[config.mk]
export PLATFORM = sky130hd
export DESIGN_NAME = vga_timing_gen
export DESIGN_NICKNAME = d
export VERILOG_FILES = /design/src/rtl/vga_pkg.sv /design/src/rtl/vga_axis_counter.sv /design/src/rtl/vga_timing_gen.sv
export SDC_FILE = /design/constraint.sdc
export NUM_CORES = 1
export LEC_CHECK = 0
export ABC_AREA = 1
export CORE_MARGIN = 3
export CORE_UTILIZATION = 45
export CTS_BUF_LIST = sky130_fd_sc_hd__clkbuf_16
export DETAILED_ROUTE_END_ITERATION = 12
export GPL_TIMING_DRIVEN = 0
export PLACE_DENSITY = 0.66
export SLEW_MARGIN = 20
export SYNTH_ARGS = -nofsm -noshare
export SYNTH_HDL_FRONTEND = slang
export SYNTH_HIERARCHICAL = 1
export SYNTH_SLANG_ARGS = --single-unit
[constraint.sdc]
create_clock -name clk -period 5.7 [get_ports clk]
set_input_delay 1.14 -clock clk [delete_from_list [all_inputs] [get_ports clk]]
set_output_delay 1.14 -clock clk [all_outputs]
set_load 0.005 [all_outputs]
[src/rtl/vga_pkg.sv]
// vga_pkg: shared coordinate type and default 800x600@72 timing constants
package vga_pkg;
  localparam int COORD_W = 12;
  typedef logic [COORD_W-1:0] coord_t;
  localparam int H_SIZE = 800;
  localparam int H_FP   = 856;
  localparam int H_SP   = 976;
  localparam int H_MAX  = 1040;
  localparam int V_SIZE = 600;
  localparam int V_FP   = 637;
  localparam int V_SP   = 643;
  localparam int V_MAX  = 666;
endpackage

[src/rtl/vga_axis_counter.sv]
// vga_axis_counter: one raster axis (count, wrap, next-state active flag, registered sync)
// Ports: clk, rst_n (async, active-low), adv (advance enable);
//        count (current position), wrap (count is at MAX-1),
//        active_nxt (next position is inside the active area), sync (registered sync level)
module vga_axis_counter
  import vga_pkg::*;
#(
  parameter int SIZE       = H_SIZE,
  parameter int SYNC_START = H_FP,
  parameter int SYNC_END   = H_SP,
  parameter int MAX        = H_MAX,
  parameter bit POL        = 1'b1
) (
  input  logic   clk,
  input  logic   rst_n,
  input  logic   adv,
  output coord_t count,
  output logic   wrap,
  output logic   active_nxt,
  output logic   sync
);
  if (!(SIZE <= SYNC_START && SYNC_START <= SYNC_END && SYNC_END < MAX && MAX <= 4096)) begin : g_bad
    $fatal(1, "vga_axis_counter: illegal timing parameters");
  end
  localparam coord_t LAST = coord_t'(MAX - 1);
  localparam coord_t S_SZ = coord_t'(SIZE);
  localparam coord_t S_ST = coord_t'(SYNC_START);
  localparam coord_t S_EN = coord_t'(SYNC_END);
  coord_t count_q, count_d;
  logic   sync_q, sync_d;
  always_comb begin
    count_d    = adv ? (count_q == LAST ? '0 : count_q + coord_t'(1)) : count_q;
    active_nxt = count_d < S_SZ;
    sync_d     = (count_d >= S_ST && count_d < S_EN) ? POL : !POL;
  end
  // Reset parks on the last blanking position so the first advance lands on 0.
  always_ff @(posedge clk or negedge rst_n)
    if (!rst_n) begin
      count_q <= LAST;
      sync_q  <= !POL;
    end else begin
      count_q <= count_d;
      sync_q  <= sync_d;
    end
  assign count = count_q;
  assign wrap  = count_q == LAST;
  assign sync  = sync_q;
endmodule

[src/rtl/vga_timing_gen.sv]
// vga_timing_gen: VGA raster timing (coordinates, syncs, data enable, start pulses)
// Ports: clk, rst_n (async, active-low), pix_ce (pixel clock enable);
//        hdata/vdata (coordinates), hsync/vsync, data_enable, line_start, frame_start;
//        frame_cnt only when VGA_TIMING_FRAME_CNT_EN is defined.
module vga_timing_gen
  import vga_pkg::*;
#(
  parameter int HSIZE = H_SIZE,
  parameter int HFP   = H_FP,
  parameter int HSP   = H_SP,
  parameter int HMAX  = H_MAX,
  parameter int VSIZE = V_SIZE,
  parameter int VFP   = V_FP,
  parameter int VSP   = V_SP,
  parameter int VMAX  = V_MAX,
  parameter int HSPP  = 1,
  parameter int VSPP  = 1
) (
  input  logic        clk,
  input  logic        rst_n,
  input  logic        pix_ce,
  output logic [11:0] hdata,
  output logic [11:0] vdata,
  output logic        hsync,
  output logic        vsync,
  output logic        data_enable,
`ifdef VGA_TIMING_FRAME_CNT_EN
  output logic [15:0] frame_cnt,
`endif
  output logic        line_start,
  output logic        frame_start
);
  logic h_wrap, v_wrap, h_act, v_act;
  logic de_q, de_d, ls_q, ls_d, fs_q, fs_d;
  vga_axis_counter #(.SIZE(HSIZE), .SYNC_START(HFP), .SYNC_END(HSP), .MAX(HMAX), .POL(HSPP != 0)) u_h (
    .clk(clk), .rst_n(rst_n), .adv(pix_ce),
    .count(hdata), .wrap(h_wrap), .active_nxt(h_act), .sync(hsync)
  );
  // Vertical steps only as the line wraps, so vsync changes together with hdata=0.
  vga_axis_counter #(.SIZE(VSIZE), .SYNC_START(VFP), .SYNC_END(VSP), .MAX(VMAX), .POL(VSPP != 0)) u_v (
    .clk(clk), .rst_n(rst_n), .adv(pix_ce & h_wrap),
    .count(vdata), .wrap(v_wrap), .active_nxt(v_act), .sync(vsync)
  );
  always_comb begin
    de_d = h_act & v_act;
    ls_d = pix_ce ? h_wrap : ls_q;
    fs_d = pix_ce ? h_wrap & v_wrap : fs_q;
  end
  always_ff @(posedge clk or negedge rst_n)
    if (!rst_n) begin
      de_q <= 1'b0;
      ls_q <= 1'b0;
      fs_q <= 1'b0;
    end else begin
      de_q <= de_d;
      ls_q <= ls_d;
      fs_q <= fs_d;
    end
  assign data_enable = de_q;
  assign line_start  = ls_q;
  assign frame_start = fs_q;
`ifdef VGA_TIMING_FRAME_CNT_EN
  // Starts at all-ones so entering the first frame reads 0.
  logic [15:0] fc_q, fc_d;
  always_comb fc_d = (pix_ce & h_wrap & v_wrap) ? fc_q + 16'd1 : fc_q;
  always_ff @(posedge clk or negedge rst_n)
    if (!rst_n) fc_q <= 16'hFFFF;
    else fc_q <= fc_d;
  assign frame_cnt = fc_q;
`endif
endmodule
==> insert_results.sql, run 1 <==
INSERT INTO impl_metrics (metric_group, metric, value, unit) VALUES
('run_status', 'run_status', 'finished, final reports clean', ''),
('setup_path', 'timing.critical_path.required', '5920', 'ps'),
('sta', 'grt_setup_unrepaired', 'false', ''),
('synth', 'ys.warnings.count', '6', ''),
('synth', 'synth.lib_cells_used.distinct', '27', ''),
('grt', 'antenna_found_initial', '0', ''),
('pwr', 'cellPowerDensity', '296', 'nW/um^2'),
('cts', 'clock_insertion_delay_worst_skew', '280', 'ps'),
('hold_path', 'tightest_hold_check_type', 'flop to flop', ''),
('cts', 'cts_buffers', '5', ''),
('cts', 'cts-root-to-sink-buffers', '2', ''),
('floorplanning', 'fp.dieArea', '5050', 'sq um'),
('floorplanning', 'design.portCount', '32', ''),
('placed_design', 'numPlacedInstances', '359', ''),
('sta', 'whs', '465', 'ps'),
('placed_design', 'placement.cell_area', '2270', 'sq um'),
('setup_path', 'cp-end-kind', 'flop', ''),
('pwr', 'power.ir.vdd_worst', '0.189', 'mV'),
('sta', 'worst_slew_pin_slew', '647', 'ps'),
('sta', 'timing.final.max_slew_violations', '0', ''),
('grt', 'grt_remaining_overflow', '0', ''),
('grt', 'groute.usage.overall', '0.184', ''),
('setup_path', 'worst_ep_arrival_time', '3120', 'ps'),
('synth', 'summed_instance_area_of_the_synthesized_netlist', '1900', 'sq um'),
('setup_path', 'worst-path-max-fanout', '8', ''),
('final_layout', 'layout-drive-gt1-share', '0.164', ''),
('final_layout', 'util_after_layout', '0.599', ''),
('synth', 'syn_inst', '278', ''),
('synth', 'synthDominantAreaCellType', 'dfrtp_1', ''),
('final_layout', 'antennaDiodeCount', '0', ''),
('drt', 'routed_wirelength', '4.21', 'mm'),
('cts', 'cts_max_level', '2', ''),
('drt', 'via_count', '1744', ''),
('final_layout', 'syn2layout_area_growth', '26.8', '%'),
('floorplanning', 'initial_core_util', '0.472', ''),
('synth', 'synth-seq-cells', '29', ''),
('final_layout', 'design.final.nets', '322', ''),
('floorplanning', 'core-area', '4030', 'sq um'),
('floorplanning', 'row_count', '23', ''),
('drt', 'drt_drc_violations_left', '0', ''),
('sta', 'relSlewSlack', '0.568', ''),
('grt', 'grt_max_degree', '30', ''),
('final_layout', 'design_area', '2410', 'sq um'),
('final_layout', 'layoutNonFillerInstCount', '367', ''),
('drt', 'drt_first_pass_iters', '4', ''),
('sta', 'fin_crit', '2900', 'ps'),
('placed_design', 'hpwl', '3.25', 'mm'),
('cts', 'tritoncts', 'built', ''),
('drt', 'drt_initial_violations', '110', ''),
('sta', 'tns', '0', 'ps'),
('sta', 'setup-violations-final', '0', ''),
('sta', 'max_freq', '0.345', 'GHz'),
('cts', 'number_of_post_cts_setup_repair_buffers', '0', ''),
('placed_design', 'place.gp.congestion', '0.856', ''),
('sta', 'finClkSkew', '4.14', 'ps'),
('sta', 'period_share', '0.508', ''),
('pwr', 'leakage_power_summed_over_all_cells', '1.28', 'nW'),
('placed_design', 'io_buffers', '31', ''),
('cts', 'numClockSinks', '29', ''),
('drt', 'antenna_left', '0', ''),
('drt', 'avgViaCountPerCell', '4.75', ''),
('floorplanning', 'floorplan.die.height', '71.0', 'um'),
('cts', 'clock_pin_slew_of_the_registers_on_the_worst_case_setup_and_hold_paths', '50', 'ps'),
('synth', 'area_contributors_post_synth', 'dfrtp_1 25%, nand2_1 17%, dfstp_2 14%', ''),
('flow_run', 'max_cap_viol_count', '0', ''),
('synth', 'synth_top_cell_area_share', '0.250', ''),
('setup_path', 'timing_worst_setup_path_type', 'input pin to flop', ''),
('setup_path', 'worst_setup_path_start_kind', 'input pin', ''),
('floorplanning', 'die_width', '71.0', 'um'),
('cts', 'root_buffer', 'clkbuf_16', ''),
('cts', 'ctsResizeCount', '0', ''),
('cts', 'cts_hold_repair.buffers', '0', ''),
('drt', 'post_drt_wl_per_cell', '11.5', 'um'),
('synth', 'post_synth.cell_area_avg', '6.85', 'sq um'),
('synth', 'synth.yosys.seq_area_share', '0.388', ''),
('grt', 'via_count_of_the_first_global_routing_pass', '1561', ''),
('sta', 'hold_violations', '0', ''),
('synth', 'postSynthNetCount', '284', ''),
('grt', 'grt_pass1_wl', '7.23', 'mm');
==> worst max-delay path: stages <==
cell and delay (ps):
clkdlybuf4s50_1 560, nand2_1 100, inv_1 50, buf_2 190, nand3_1 190, nor2_1 210
nand4_1 140, nand3_2 120, inv_2 40, nor2_1 90, nand2_1 50, a21oi_1 120
nand2_1 60, inv_1 50
==> routing by layer <==
metal  up-vias  GRT usage  share of wire
met5         -          0              0
met4         0     0.0793          0.017
li1        920          -              -
met1       761      0.277           0.49
met3         8     0.0426          0.069
met2        55      0.249           0.42
==> Yosys cell counts (all sizes together) <==
cell type	count
nor2	32
nand4	7
nand3b	2
ha	3
dfrtp	19
nor3	3
o21ai	7
nand2	93
inv	56
dfstp	10
xor2	3
buf	5
nand3	27
or2	3
a21oi	8
==> through the flow <==
step                total power, W  setup slack (ps)
CTS                       0.000721              2800
global route              0.000764              2650
detailed placement        0.000469              2520
global placement          0.000462              2560
finish                    0.000715              2800
floorplan                 0.000385              3360
==> state kept, by name, indices dropped and copies added (netlist names) <==
| signal | count |
|---|---|
| u_h/sync | 1 |
| data_enable | 1 |
| line_start | 1 |
| u_h/count | 12 |
| u_v/count | 12 |
| frame_start | 1 |
| u_v/sync | 1 |
==> cell usage in the layout, fill, tap and decap left out <==
master and n:
or2_2 2, a21oi_1 8, nand4_1 7, buf_2 2, o21ai_0 3, nand2_4 1
nor3_1 2, o21ai_2 1, clkinv_2 2, buf_4 2, clkinvlp_4 1, nor2_2 10
nor3_2 1, ha_1 3, o21ai_1 3, inv_2 4, nand3b_1 2, dfstp_2 10
dfrtp_1 19, buf_6 2, clkbuf_16 5, nand2_1 87, nand3_1 24, nand3_2 3
nor2_4 1, clkdlybuf4s50_1 30, nand2_2 5, nor2_1 21, or2_1 1, xor2_1 3
inv_1 52
==> final timing paths <==
kind,startpoint,endpoint,slack (ps),cells past startpoint
min in group asynchronous,rst_n,frame_start$_DFFE_PN0P_,890,1
hold reg to reg,line_start$_DFFE_PN0P_,line_start$_DFFE_PN0P_,470,2
setup / recovery,pix_ce,data_enable$_DFF_PN0_,2800,14
setup reg to reg,u_h/count[0]$_DFF_PN1_,data_enable$_DFF_PN0_,2930,18
hold / removal,line_start$_DFFE_PN0P_,line_start$_DFFE_PN0P_,470,2
max in group asynchronous,rst_n,u_v/sync$_DFF_PN0_,4390,1
==> logic make-up after synthesis <==
logic type,after synthesis,share of synthesized area
AND/OR/NAND/NOR,167,0.404
buffers and inverters,61,0.133
flip-flops,29,0.388
AO/OA/AOI/OAI,15,0.0414
XOR/XNOR,3,0.0138
adder cells (fa/ha/maj),3,0.0197
==> layout make-up <==
cell class,instances,area [sq um]
Clock inverter,3,17.5
Fill cell,405,1620
Inverter,56,210
Sequential cell,29,738
Tap cell,50,62.6
Clock buffer,5,125
Buffer,5,42.5
Timing Repair Buffer,31,305
Multi-Input combinational cell,188,912
==> where the power goes <==
part           switching, W  internal, W  total (W)
sequential        0.0000401     0.000240   0.000280
combinational     0.0000978    0.0000865   0.000184
clock             0.0000903     0.000159   0.000250
No activity file was read; power rests on OpenSTA's default activity.
==> inputs of run 2 (changes only) <==
--- a/config.mk
+++ b/config.mk
@@ -11,7 +11,7 @@
 export CTS_BUF_LIST = sky130_fd_sc_hd__clkbuf_16
 export DETAILED_ROUTE_END_ITERATION = 12
 export GPL_TIMING_DRIVEN = 0
-export PLACE_DENSITY = 0.66
+export PLACE_DENSITY = 0.69
 export SLEW_MARGIN = 20
 export SYNTH_ARGS = -nofsm -noshare
 export SYNTH_HDL_FRONTEND = slang
==> constraint.sdc (replaced) <==
create_clock -name clk -period 2.34 [get_ports clk]
set_input_delay 0.468 -clock clk [delete_from_list [all_inputs] [get_ports clk]]
set_output_delay 0.468 -clock clk [all_outputs]
set_load 0.005 [all_outputs]
==> insert_results.sql, run 2 (synthesis results as in run 1) <==
INSERT INTO impl_metrics (metric_group, metric, value, unit) VALUES
('run_status', 'run_status', 'finished, final reports clean', ''),
('cts', 'root_buffer', 'clkbuf_16', ''),
('setup_path', 'max_stage_delay_on_crit_path', '560', 'ps'),
('setup_path', 'critical-path-top-delay-family', 'simple AND/OR/NAND/NOR gates', ''),
('drt', 'antenna_left', '0', ''),
('final_layout', 'syn2layout_area_growth', '37.4', '%'),
('setup_path', 'cp-end-kind', 'flop', ''),
('pwr', 'leakage_power_summed_over_all_cells', '1.35', 'nW'),
('placed_design', 'hpwl', '3.17', 'mm'),
('final_layout', 'layout.cells.most_common_list', '80 x nand2_1, 50 x inv_1, 30 x clkdlybuf4s50_1', ''),
('final_layout', 'antennaDiodeCount', '0', ''),
('drt', 'routed_wirelength', '4.57', 'mm'),
('final_layout', 'design.final.nets', '332', ''),
('drt', 'maxUsedRoutingLayer', 'met4', ''),
('setup_path', 'timing.critical_path.required', '2510', 'ps'),
('cts', 'cts_max_level', '2', ''),
('sta', 'worst_slew_pin_slew', '633', 'ps'),
('drt', 'met3_wl', '208', 'um'),
('sta', 'setup-violations-final', '0', ''),
('setup_path', 'worst-path-max-fanout', '7', ''),
('floorplanning', 'die_width', '71.0', 'um'),
('cts', 'cts_hold_repair.buffers', '0', ''),
('setup_path', 'worstPathCellList', 'ha_4, nand3_4, nor2_4, nand2_2, inv_2, nand2_2, inv_2, buf_6, nand2_2, nor2_4, xor2_2, nand3_1, nand2_1, nand2_1, nand2_1, a21oi_1, nand2_1, inv_1', ''),
('placed_design', 'place.gp.congestion', '0.884', ''),
('grt', 'grt_max_degree', '30', ''),
('floorplanning', 'core-area', '4030', 'sq um'),
('drt', 'met1_length', '2.18', 'mm'),
('setup_path', 'timing_worst_setup_path_type', 'flop to flop', ''),
('grt', 'grt_pass1_wl', '7.57', 'mm'),
('final_layout', 'ff_latch_area', '738', 'sq um'),
('setup_path', 'worst_setup_path_start_kind', 'flop', ''),
('cts', 'tritoncts', 'built', ''),
('cts', 'clock_pin_slew_of_the_registers_on_the_worst_case_setup_and_hold_paths', '50', 'ps'),
('placed_design', 'numPlacedInstances', '359', ''),
('pwr', 'power.ir.vdd_worst', '0.570', 'mV'),
('sta', 'timing.final.max_slew_violations', '0', ''),
('drt', 'post_drt_wl_per_cell', '12.1', 'um'),
('setup_path', 'cell_with_the_largest_stage_delay_on_the_worst_path', 'dfstp_2', ''),
('setup_path', 'cp.buffers_inverters', '4', ''),
('setup_path', 'r2r_setup_slack', '30', 'ps'),
('drt', 'drt_initial_violations', '95', ''),
('drt', 'drt_drc_violations_left', '0', ''),
('setup_path', 'worst_ep_arrival_time', '2480', 'ps'),
('floorplanning', 'initial_core_util', '0.472', ''),
('sta', 'whs', '217', 'ps'),
('pwr', 'power.share.sequential', '0.385', ''),
('cts', 'clock_insertion_delay_worst_skew', '270', 'ps'),
('drt', 'avgViaCountPerCell', '4.84', ''),
('sta', 'relSlewSlack', '0.578', ''),
('final_layout', 'layoutNonFillerInstCount', '377', ''),
('grt', 'grt_remaining_overflow', '0', ''),
('setup_path', 'crit-reg2reg-launch', 'u_h/count[1]$_DFF_PN1_', ''),
('grt', 'via_count_of_the_first_global_routing_pass', '1690', ''),
('cts', 'cts_buffers', '5', ''),
('floorplanning', 'design.portCount', '32', ''),
('sta', 'period_share', '0.987', ''),
('cts', 'cts-root-to-sink-buffers', '2', ''),
('drt', 'routed-wl-met2', '2.13', 'mm'),
('pwr', 'power.net_switching', '0.000572', 'W'),
('floorplanning', 'fp.dieArea', '5050', 'sq um'),
('floorplanning', 'row_count', '23', ''),
('sta', 'finClkSkew', '7.35', 'ps'),
('grt', 'groute.usage.overall', '0.189', ''),
('sta', 'grt_setup_unrepaired', 'true', ''),
('pwr', 'clock_network_fraction_of_design_power', '0.329', ''),
('final_layout', 'filler_cell_count', '357', ''),
('setup_path', 'worstRegToRegCells', '18', ''),
('drt', 'via_count', '1825', ''),
('pwr', 'switching_share', '0.320', ''),
('sta', 'fin_crit', '2310', 'ps'),
('setup_path', 'r2r-end', 'data_enable$_DFF_PN0_', ''),
('grt', 'antenna_found_initial', '0', ''),
('final_layout', 'layout-drive-gt1-share', '0.248', ''),
('final_layout', 'multi_input_area', '1040', 'sq um'),
('floorplanning', 'floorplan.die.height', '71.0', 'um'),
('flow_run', 'max_cap_viol_count', '0', ''),
('drt', 'drt_first_pass_iters', '4', ''),
('final_layout', 'layout_commonest_cell', 'nand2_1', ''),
('pwr', 'cellPowerDensity', '683', 'nW/um^2'),
('cts', 'numClockSinks', '29', ''),
('pwr', 'p_comb_frac', '0.285', ''),
('sta', 'max_freq', '0.433', 'GHz'),
('sta', 'hold_violations', '0', ''),
('pwr', 'cell_int_power', '0.00121', 'W'),
('placed_design', 'io_buffers', '31', ''),
('hold_path', 'tightest_hold_check_type', 'input pin to asynchronous set/reset pin', ''),
('final_layout', 'util_after_layout', '0.649', ''),
('setup_path', 'critical_path.most_common_cell', 'nand2_1', '');
==> run 2: cell count changes in the layout (fill, tap and decap cells not counted), moves of 3 or more <==
| cell | change |
|---|---|
| nor2_4 | +5 |
| nor2_1 | -3 |
| nand2_2 | +6 |
| nand2_1 | -7 |
| nand3_1 | -4 |
| buf_4 | +10 |
==> run 2: cell type report <==
cell class | count | share of cell area
repair buffers | 41 | 0.145
well taps | 50 | 0.0239
flip-flops and latches | 29 | 0.282
clock inverters | 3 | 0.00478
multi-input cells | 188 | 0.397
inverters | 56 | 0.0804
plain buffers | 5 | 0.0187
clock buffers | 5 | 0.0478
==> run 2: worst max path at each step <==
stage	from	to	depth (start not counted)
finish	u_h/count[1]$_DFF_PN1_	data_enable$_DFF_PN0_	18
global route	u_h/count[1]$_DFF_PN1_	u_v/sync$_DFF_PN0_	18
CTS	u_h/count[0]$_DFF_PN1_	data_enable$_DFF_PN0_	18
detailed placement	u_h/count[0]$_DFF_PN1_	data_enable$_DFF_PN0_	17
global placement	u_h/count[0]$_DFF_PN1_	data_enable$_DFF_PN0_	17
floorplan	u_h/count[0]$_DFF_PN1_	data_enable$_DFF_PN0_	18
==> run 2: per-layer routing <==
| layer | vias up | track usage |
|---|---|---|
| met5 | - | 0 |
| met4 | 0 | 0.0689 |
| met3 | 5 | 0.0369 |
| met2 | 47 | 0.292 |
| met1 | 837 | 0.262 |
| li1 | 936 | - |
==> run 2: timing repair <==
action	4_1_cts	5_1_grt
resized for setup	12	21
endpoints found under the setup margin	8	2
pin swaps	5	11
setup buffers	6	4
==> run 2: power by group through the flow <==
stage	Clock (W)	Sequential [W]	Combinational [W]
after floorplan	0	0.000677	0.000260
after global placement	0	0.000690	0.000434
after detailed placement	0	0.000689	0.000445
after CTS	0.000608	0.000681	0.000487
after global routing	0.000631	0.000704	0.000585
final	0.000588	0.000688	0.000510
==> run 2: through the flow <==
| step | TNS, ps | instance area (sq um) | worst slack, ps | power (W) |
|---|---|---|---|---|
| after floorplan | 0 | 1900 | 4.19 | 0.000937 |
| after global placement | -790 | 2280 | -344 | 0.00112 |
| after detailed placement | -864 | 2270 | -364 | 0.00113 |
| after CTS | 0 | 2500 | 1.98 | 0.00178 |
| after global routing | -258 | 2620 | -132 | 0.00192 |
| final | 0 | 2620 | 29.6 | 0.00179 |
==> inputs of run 3 (changes only) <==
--- a/config.mk
+++ b/config.mk
@@ -10,7 +10,6 @@
 export CORE_UTILIZATION = 45
 export CTS_BUF_LIST = sky130_fd_sc_hd__clkbuf_16
 export DETAILED_ROUTE_END_ITERATION = 12
-export GPL_TIMING_DRIVEN = 0
 export PLACE_DENSITY = 0.69
 export SLEW_MARGIN = 20
 export SYNTH_ARGS = -nofsm -noshare
==> insert_results.sql, run 3 (synthesis results as in run 1) <==
INSERT INTO impl_metrics (metric_group, metric, value, unit) VALUES
('grt', 'grt_remaining_overflow', '0', ''),
('grt', 'groute.usage.overall', '0.205', ''),
('pwr', 'power.ir.vdd_worst', '0.492', 'mV'),
('final_layout', 'design_area', '2790', 'sq um'),
('cts', 'numClockSinks', '29', ''),
('drt', 'post_drt_wl_per_cell', '12.1', 'um'),
('cts', 'tritoncts', 'built', ''),
('sta', 'relSlewSlack', '0.758', ''),
('floorplanning', 'fp.dieArea', '5050', 'sq um'),
('pwr', 'switching_share', '0.316', ''),
('pwr', 'power', '0.00182', 'W'),
('cts', 'clock_pin_slew_of_the_registers_on_the_worst_case_setup_and_hold_paths', '50', 'ps'),
('grt', 'use_met2', '0.308', ''),
('grt', 'met1_usage', '0.287', ''),
('grt', 'gr-max-usage-layer', 'met2', ''),
('sta', 'fin_crit', '2170', 'ps'),
('final_layout', 'filler_cell_count', '352', ''),
('placed_design', 'place.gp.congestion', '0.855', ''),
('placed_design', 'placement.cell_area', '2430', 'sq um'),
('drt', 'drt_initial_violations', '105', ''),
('sta', 'period_share', '0.929', ''),
('final_layout', 'layoutNonFillerInstCount', '397', ''),
('cts', 'clock_insertion_delay_worst_skew', '270', 'ps'),
('setup_path', 'timing_worst_setup_path_type', 'flop to flop', ''),
('pwr', 'p_comb_frac', '0.313', ''),
('grt', 'antenna_found_initial', '0', ''),
('pwr', 'cell_int_power', '0.00125', 'W'),
('pwr', 'clock_network_fraction_of_design_power', '0.322', ''),
('placed_design', 'hpwl', '3.28', 'mm'),
('setup_path', 'timing.critical_path.required', '2540', 'ps'),
('pwr', 'power.net_switching', '0.000575', 'W'),
('hold_path', 'start_point_of_the_worst_hold_path', 'frame_start$_DFFE_PN0P_', ''),
('pwr', 'power.share.sequential', '0.365', ''),
('setup_path', 'launching_element_of_the_worst_setup_path', 'u_h/count[1]$_DFF_PN1_', ''),
('final_layout', 'layout.cells.most_common_list', '80 x nand2_1, 49 x inv_1, 33 x buf_4', ''),
('hold_path', 'tightest_hold_check_type', 'flop to flop', ''),
('setup_path', 'worst_ep_arrival_time', '2380', 'ps'),
('sta', 'setup-violations-final', '0', ''),
('pwr', 'cellPowerDensity', '653', 'nW/um^2'),
('grt', 'groute.layer.met3.usage', '0.0440', ''),
('sta', 'fin_ws', '167', 'ps'),
('sta', 'max_freq', '0.460', 'GHz'),
('grt', 'grt_pass1_wl', '8.23', 'mm'),
('setup_path', 'cp-end-kind', 'flop', ''),
('setup_path', 'crit-reg2reg-launch', 'u_h/count[1]$_DFF_PN1_', ''),
('final_layout', 'layout-drive-gt1-share', '0.297', ''),
('floorplanning', 'initial_core_util', '0.472', ''),
('run_status', 'run_status', 'finished, final reports clean', ''),
('setup_path', 'worst-path-max-fanout', '7', ''),
('final_layout', 'layout_commonest_cell', 'nand2_1', ''),
('floorplanning', 'core-area', '4030', 'sq um'),
('drt', 'avgViaCountPerCell', '4.78', ''),
('sta', 'finClkSkew', '0.911', 'ps'),
('sta', 'timing.final.max_slew_violations', '0', ''),
('final_layout', 'antennaDiodeCount', '0', ''),
('drt', 'via_count', '1896', ''),
('placed_design', 'preCtsSetupSlack', '-185', 'ps'),
('floorplanning', 'row_count', '23', ''),
('sta', 'worst_slew_pin_slew', '362', 'ps'),
('drt', 'drt_drc_violations_left', '0', ''),
('sta', 'tns', '0', 'ps'),
('flow_run', 'max_cap_viol_count', '0', ''),
('grt', 'via_count_of_the_first_global_routing_pass', '1808', ''),
('final_layout', 'design.final.nets', '352', ''),
('cts', 'cts_max_level', '2', ''),
('cts', 'cts_buffers', '5', ''),
('floorplanning', 'floorplan.die.height', '71.0', 'um'),
('cts', 'cts-root-to-sink-buffers', '2', ''),
('final_layout', 'syn2layout_area_growth', '46.4', '%'),
('drt', 'antenna_left', '0', ''),
('drt', 'routed_wirelength', '4.81', 'mm'),
('floorplanning', 'die_width', '71.0', 'um'),
('drt', 'drt_first_pass_iters', '4', ''),
('placed_design', 'numPlacedInstances', '378', ''),
('floorplanning', 'design.portCount', '32', ''),
('setup_path', 'worst_setup_path_start_kind', 'flop', ''),
('sta', 'hold_violations', '0', ''),
('cts', 'cts_hold_repair.buffers', '0', ''),
('cts', 'root_buffer', 'clkbuf_16', ''),
('grt', 'grt_max_degree', '30', ''),
('pwr', 'leakage_power_summed_over_all_cells', '1.45', 'nW'),
('placed_design', 'io_buffers', '31', '');
[run 3: cell count changes in the layout (fill, tap and decap cells not counted), moves of 2 or more]
cell | before | now
buf_4 | 12 | 33
buf_6 | 3 | 1
nand3_1 | 20 | 18
nand3_2 | 5 | 7
[run 3: metal layers]
metal,wire [um],share of wire
met4,90,0.019
met1,2230,0.46
met3,210,0.044
met2,2280,0.47
met5,0,0
[run 3: layout make-up]
class	instances	area (sq um)	share of cell area
clock buffers	5	125	0.0449
inverters	56	215	0.0772
well taps	50	62.6	0.0225
multi-input cells	188	1040	0.374
repair buffers	66	589	0.211
flip-flops and latches	29	738	0.265
clock inverters	3	12.5	0.00449
[run 3: worst paths after layout]
path / end / slack [ps] / cells after the start
setup / recovery: u_v/sync$_DFF_PN0_ / 170 / 17
hold / removal: frame_start$_DFFE_PN0P_ / 480 / 2
setup reg to reg: u_v/sync$_DFF_PN0_ / 170 / 17
hold reg to reg: frame_start$_DFFE_PN0P_ / 480 / 2
max in group asynchronous: u_v/count[7]$_DFF_PN1_ / 1450 / 2
min in group asynchronous: frame_start$_DFFE_PN0P_ / 580 / 2
[run 3: power by group through the flow]
stage	logic (W)	clock network (W)	registers (W)
6_report	0.000570	0.000586	0.000665
5_1_grt	0.000644	0.000636	0.000674
4_1_cts	0.000550	0.000606	0.000655
3_5_place_dp	0.000529	0	0.000656
3_3_place_gp	0.000523	0	0.000654
2_1_floorplan	0.000260	0	0.000677
[run 3: stage by stage]
step	utilization	hold WS (ps)
after global routing	0.692	527
after CTS	0.663	482
final	0.692	478
after detailed placement	0.602	469
after floorplan	-	172
after global placement	0.602	458
[run 3: worst max-delay path: stages, from the launching register on]
cell and delay [ps]:
dfstp_2 550, ha_4 160, nand3_4 80, nor2_4 120, nand2_2 60, inv_2 70, nand2_2 70, clkinv_4 90
nand2_4 60, nor2_4 140, nand2_2 80, nor2_4 140, nand2_2 70, nand2_1 70, nand3b_1 70, nor2_1 100
nand2_1 70, nor2_2 100
[run 3: repair_timing]
item	4_1_cts	5_1_grt
endpoints found under the hold margin	0	0
pin swaps	3	10
resized for setup	10	26
setup endpoints to repair	2	6
buffers inserted	9	2
